==> config.mk <==
export PLATFORM = sky130hd
export DESIGN_NAME = bkram_sd_ctrl
export DESIGN_NICKNAME = d
export VERILOG_FILES = /design/src/rtl/bkram_sd_ctrl.sv
export SDC_FILE = /design/constraint.sdc
export NUM_CORES = 1
export LEC_CHECK = 0
export ABC_AREA = 1
export CAP_MARGIN = 30
export CORE_MARGIN = 2
export CORE_UTILIZATION = 35
export CTS_CLUSTER_DIAMETER = 40
export CTS_CLUSTER_SIZE = 8
export DETAILED_ROUTE_END_ITERATION = 10
export GPL_ROUTABILITY_DRIVEN = 0
export PLACE_DENSITY = 0.77
export SETUP_SLACK_MARGIN = 0.02
export SYNTH_ARGS = -nofsm -noshare
export SYNTH_HDL_FRONTEND = slang
export SYNTH_SLANG_ARGS = --single-unit
export TNS_END_PERCENT = 100
==> constraint.sdc <==
create_clock -name clk_sys -period 1.15 [get_ports clk_sys]
set_input_delay 0.1725 -clock clk_sys [delete_from_list [all_inputs] [get_ports clk_sys]]
set_output_delay 0.1725 -clock clk_sys [all_outputs]
set_load 0.005 [all_outputs]
==> src/rtl/bkram_sd_ctrl.sv <==
// bkram_sd_ctrl
// Sequences backup (save) RAM transfers between the nvram dual-port RAM and the
// host SD image through the user_io sector interface. A load (read) runs on
// every valid image mount; a save (write) runs on an OSD request or, when
// AUTOSAVE_CYC is non-zero, after the nvram has been idle that many cycles
// following a write. A completed load emits a one-cycle bk_reset pulse.
//
// Ports
//   clk_sys      system clock
//   reset        synchronous active-high global reset
//   img_mounted  host mount strobe (edge-detected)
//   img_size     mounted image size in bytes, 0 = unmount
//   ioctl_dl     ROM download active; its rising edge disables and aborts
//   save_req     OSD save request, rising edge = request
//   nvram_we     core write strobe into nvram (dirty tracking)
//   sd_ack       host sector acknowledge
//   sd_lba       sector address
//   sd_rd/sd_wr  sector read / write request
//   bk_ena       valid save image mounted
//   bk_reset     one-cycle pulse after a completed load
//   busy         transfer in progress
//   dirty        nvram written since the last save started
module bkram_sd_ctrl #(
    parameter int SECTORS      = 16,
    parameter int AUTOSAVE_CYC = 0
) (
    input  logic        clk_sys,
    input  logic        reset,
    input  logic        img_mounted,
    input  logic [31:0] img_size,
    input  logic        ioctl_dl,
    input  logic        save_req,
    input  logic        nvram_we,
    input  logic        sd_ack,
    output logic [31:0] sd_lba,
    output logic        sd_rd,
    output logic        sd_wr,
    output logic        bk_ena,
    output logic        bk_reset,
    output logic        busy,
    output logic        dirty
);

    localparam int LW = (SECTORS > 1) ? $clog2(SECTORS) : 1;
    localparam logic [LW-1:0] LAST_LBA = LW'(SECTORS - 1);
    localparam logic [31:0]   AUTO_LIM = 32'(AUTOSAVE_CYC);

    localparam logic [2:0] ST_IDLE   = 3'd0;
    localparam logic [2:0] ST_WAITLO = 3'd1;
    localparam logic [2:0] ST_REQ    = 3'd2;
    localparam logic [2:0] ST_ACK    = 3'd3;
    localparam logic [2:0] ST_DONE   = 3'd4;

    logic [2:0]    state_r;
    logic [LW-1:0] lba_r;
    logic          dir_r;        // 1 = load (read), 0 = save (write)
    logic          abort_r;      // download started mid-transfer
    logic          load_pend_r;
    logic          save_pend_r;
    logic          bk_ena_r;
    logic          bk_reset_r;
    logic          sd_rd_r;
    logic          sd_wr_r;
    logic          dirty_r;
    logic [31:0]   cnt_r;
    logic          mount_d_r;
    logic          dl_d_r;
    logic          save_d_r;

    logic mount_edge_s;
    logic dl_edge_s;
    logic save_edge_s;
    logic idle_s;
    logic autosave_s;
    logic start_load_s;
    logic start_save_s;
    logic abort_now_s;

    assign mount_edge_s = img_mounted & ~mount_d_r;
    assign dl_edge_s    = ioctl_dl & ~dl_d_r;
    assign save_edge_s  = save_req & ~save_d_r;
    assign idle_s       = (state_r == ST_IDLE);
    assign abort_now_s  = abort_r | dl_edge_s;

    assign autosave_s   = (AUTOSAVE_CYC != 0) && dirty_r && bk_ena_r && idle_s
                          && (cnt_r == AUTO_LIM);

    // A download edge in the same cycle suppresses any start; load beats save.
    assign start_load_s = idle_s & bk_ena_r & ~dl_edge_s & load_pend_r;
    assign start_save_s = idle_s & bk_ena_r & ~dl_edge_s & ~load_pend_r
                          & (save_pend_r | save_edge_s | autosave_s);

    // Edge-detector history; sampling during reset primes it with live inputs.
    always_ff @(posedge clk_sys) begin
        mount_d_r <= img_mounted;
        dl_d_r    <= ioctl_dl;
        save_d_r  <= save_req;
    end

    // Dirty flag and saturating idle counter for autosave.
    always_ff @(posedge clk_sys) begin
        if (reset) begin
            dirty_r <= 1'b0;
            cnt_r   <= 32'd0;
        end else if (nvram_we) begin
            // A write during a save start keeps dirty set so a later save repeats.
            dirty_r <= 1'b1;
            cnt_r   <= 32'd0;
        end else begin
            if (start_save_s) begin
                dirty_r <= 1'b0;
            end
            if (cnt_r != AUTO_LIM) begin
                cnt_r <= cnt_r + 32'd1;
            end
        end
    end

    // Enable/pending bookkeeping and the transfer sequencer.
    always_ff @(posedge clk_sys) begin
        if (reset) begin
            state_r     <= ST_IDLE;
            lba_r       <= '0;
            dir_r       <= 1'b0;
            abort_r     <= 1'b0;
            load_pend_r <= 1'b0;
            save_pend_r <= 1'b0;
            bk_ena_r    <= 1'b0;
            bk_reset_r  <= 1'b0;
            sd_rd_r     <= 1'b0;
            sd_wr_r     <= 1'b0;
        end else begin
            bk_reset_r <= 1'b0;

            if (start_load_s) begin
                load_pend_r <= 1'b0;
            end
            if (start_save_s) begin
                save_pend_r <= 1'b0;
            end else if (save_edge_s && bk_ena_r) begin
                save_pend_r <= 1'b1;
            end
            if (mount_edge_s) begin
                if (img_size != 32'd0) begin
                    bk_ena_r    <= 1'b1;
                    load_pend_r <= 1'b1;
                end else begin
                    bk_ena_r <= 1'b0;
                end
            end
            // Download edge overrides everything above.
            if (dl_edge_s) begin
                bk_ena_r    <= 1'b0;
                load_pend_r <= 1'b0;
                save_pend_r <= 1'b0;
                if (!idle_s) begin
                    abort_r <= 1'b1;
                end
            end

            case (state_r)
                ST_IDLE: begin
                    if (start_load_s || start_save_s) begin
                        dir_r   <= start_load_s;
                        lba_r   <= '0;
                        abort_r <= 1'b0;
                        state_r <= ST_WAITLO;
                    end
                end
                ST_WAITLO: begin
                    // Wait out an ack left high from before a reset.
                    if (abort_now_s) begin
                        state_r <= ST_IDLE;
                    end else if (!sd_ack) begin
                        sd_rd_r <= dir_r;
                        sd_wr_r <= ~dir_r;
                        state_r <= ST_REQ;
                    end
                end
                ST_REQ: begin
                    if (sd_ack) begin
                        sd_rd_r <= 1'b0;
                        sd_wr_r <= 1'b0;
                        state_r <= ST_ACK;
                    end
                end
                ST_ACK: begin
                    if (!sd_ack) begin
                        if (abort_now_s || (lba_r == LAST_LBA)) begin
                            state_r <= ST_DONE;
                        end else begin
                            lba_r   <= lba_r + LW'(1);
                            sd_rd_r <= dir_r;
                            sd_wr_r <= ~dir_r;
                            state_r <= ST_REQ;
                        end
                    end
                end
                ST_DONE: begin
                    bk_reset_r <= dir_r & ~abort_now_s;
                    state_r    <= ST_IDLE;
                end
                default: begin
                    sd_rd_r <= 1'b0;
                    sd_wr_r <= 1'b0;
                    state_r <= ST_IDLE;
                end
            endcase
        end
    end

    assign sd_lba   = {{(32 - LW){1'b0}}, lba_r};
    assign sd_rd    = sd_rd_r;
    assign sd_wr    = sd_wr_r;
    assign bk_ena   = bk_ena_r;
    assign bk_reset = bk_reset_r;
    assign busy     = ~idle_s;
    assign dirty    = dirty_r;

endmodule
==> impl_results.md <==
* H-Tree Depth at 1
* Post-placement cell count at roughly 310
* RSZ-0062 raised after global routing: true
* CTS clk-pin slew, worst paths at ~0.07 ns
* Path type of the worst min-delay path: in -> reg
* WP data required at 1.31 ns
* Clock root cell: clkbuf_8
* First-pass GRT wire length at 5.51 mm
* Top cell type's share of synthesized area at 28.0%
* Final net count at approximately 310
* Finished Layout Cells at 320
* Number of cell rows at 22
* Final-report setup violation count at 13
* Register area share after synthesis at ~28%
* Crit path time final at between 1 and 1.5 ns
* Area after DPL at 1930 sq um
* Chip Width at roughly 66 microns
* # IOs at 77
* Num Clock Sinks at 19
* Post-Syn Area at ~1400 sq um
* Grt ovf at 0
* Vias in the first global route at about 1300
* Pwr/cell area at between 1500 and 2000 nW/um^2
* Crit path DAT at roughly 1.5 ns
* Tcrit/Tclk final at 118%
* Cell count after synthesis at between 150 and 200
* Initial Util at 36.8%
* Vias/cell at 4.35
* Yosys warns at 0
* Area Overhead vs Synth at 60.6%
* Slowest cell delay on critical path at between 0.3 and 0.4 ns
* Post-synth EDFFs at 0
* CTS tree: built
* Initial antenna violation count at 0
* Final Worst Setup Slack at -0.206 ns
* First-pass iteration count of the detailed router at 4
* Max-cap violation count at 0
* Die height at 66.3 microns
* Routed via count at 1393
* Yosys cell types at 29
* GRT Overall Usage at approximately 16%
* Final hold slack at roughly 0.11 ns
* Final Cell Area at approximately 2200 sq um
* Ranking of synthesized cells by area: dfxtp_1 (28%), buf_4 (15%), nand2_1 (11%)
* Worst-Skew Late Latency at roughly 0.26 ns
* Leak pwr at 1.01 nW
* Antenna diodes at 0
* Failing checks: setup timing
* Commonest non-fill, non-tap cell in the layout: clkdlybuf4s50_1
* CP Class: reg -> reg
* Final Util at between 50 and 60%
* Fraction of registers with async set/reset at 0%
* Crit-path max FO at 6
* Most frequent cells in the layout: clkdlybuf4s50_1 (37), nor2_1 (32), nand2_1 (30)
* Detail Placement HPWL at about 2.7 mm
* Clk buf depth at 2
* TritonCTS Buffers at 3
* Dominant cell type by area after synthesis: dfxtp_1
* Average size of a mapped cell at 6.92 sq um
* Max VDD drop at between 0.7 and 0.8 mV
* Number of synthesized register bits at 19
* CP Capture Type: flip-flop
* CP max-delay cell: dfxtp_4
* CP Launch Type: flip-flop
* Die Area at 4390 sq um
* Final Max Tran Viols at 0
* Pre-CTS WS at -0.423 ns
* DRC violations left at 0
* Fraction of layout cells with a size suffix above 1 at roughly a third
* Total length of routed wires at around 3.6 mm
* Number of buffers added on ports at between 40 and 50
* Hold Fails Final Rpt at 0
* Largest net degree at the start of global routing at 12
* Clock skew at ~0.0032 ns
* Dominant synthesized flop cell: dfxtp_1
* Routed Antenna Nets at 0
* Hold Buf Count CTS at 0
* Outcome: finished with violations
* Highest Clock Rate at ~740 MHz
* DR WL/cell at between 10 and 15 microns
* Crit-path cells: nor2_4 > nand2_4 > nor2_4 > o21ai_4 > nand2_4 > nand3_4 > nor2_2 > nor2_2
* Core Region at about 3700 sq um
* DR iter-0 viols at slightly above 50
-- worst max-delay path, delay by kind of cell (launching register included) --
| family | cells | cell delay (ns) |
|---|---|---|
| flip-flops | 1 | 0.38 |
| AO/OA/AOI/OAI | 1 | 0.09 |
| AND/OR/NAND/NOR | 7 | 0.77 |
-- report_power, final --
group	internal, W	switching, W
combinational	0.00130	0.00145
sequential	0.000856	0.000156
clock	0.000241	0.000234
total	0.00239	0.00184
-- timing repair --
item | 4_1_cts | 5_1_grt
endpoints found under the setup margin | 22 | 16
setup buffers | 5 | 5
cloned | 0 | 0
pin swaps | 7 | 17
gates resized for setup | 37 | 33
-- path summary, 6_finish.rpt --
| check | from | endpoint | slack (ns) | cells past startpoint |
|---|---|---|---|---|
| worst min-delay path | ioctl_dl | dl_d_r$_DFF_P_ | 0.11 | 1 |
| worst min register to register | sd_wr$_SDFFE_PP0P_ | sd_wr$_SDFFE_PP0P_ | 0.46 | 2 |
| worst max register to register | state_r[0]$_SDFFE_PP0P_ | state_r[1]$_SDFFE_PP0P_ | -0.21 | 8 |
| worst max-delay path | state_r[0]$_SDFFE_PP0P_ | state_r[1]$_SDFFE_PP0P_ | -0.21 | 8 |
-- cells in the mapped netlist (all sizes together), types with 2 or more instances --
cell and n:
o21ai 4, a21oi 5, or2 2, nand3 13, dfxtp 19, nor2 42
nand2 45, nand4 6, inv 20, nor3 3, buf 28
-- cell type report --
cell class | instances | area, sq um
clock buffers | 3 | 41.3
clock inverters | 1 | 5.00
fillers | 347 | 1510
inverters | 21 | 91.3
multi-input cells | 154 | 913
flip-flops and latches | 19 | 399
well taps | 48 | 60.1
repair buffers | 74 | 668
-- cell families after synthesis --
family                   after synthesis  share of synthesized area (%)
AO/OA/AOI/OAI                         11                           5.07
adder cells (fa/ha/maj)                1                          0.922
buffers and inverters                 50                           22.6
flip-flops                            19                           28.0
other                                  1                          0.276
AND/OR/NAND/NOR                      114                           43.1
-- flip-flops by register name, indices dropped and copies added (netlist names) --
signal / cells
lba_r: 4
abort_r: 1
sd_rd: 1
sd_wr: 1
save_d_r: 1
mount_d_r: 1
state_r: 3
save_pend_r: 1
bk_reset: 1
load_pend_r: 1
bk_ena: 1
dl_d_r: 1
dirty: 1
dir_r: 1
-- per-stage QoR --
step | TNS, ns | power, W
4_1_cts | -1.06 | 0.00387
3_5_place_dp | -4.74 | 0.00324
6_report | -1.88 | 0.00423
3_3_place_gp | -4.00 | 0.00319
2_1_floorplan | -0.310 | 0.00243
5_1_grt | -2.89 | 0.00457
-- metal layers --
| layer | track usage [%] | vias up | routed length [microns] |
|---|---|---|---|
| li1 | - | 710 | - |
| met1 | 18.0 | 637 | 1380 |
| met2 | 29.8 | 40 | 2020 |
| met3 | 3.75 | 6 | 166 |
| met4 | 5.10 | 0 | 40 |
| met5 | 0 | - | 0 |
No activity file was read; power rests on OpenSTA's default activity.
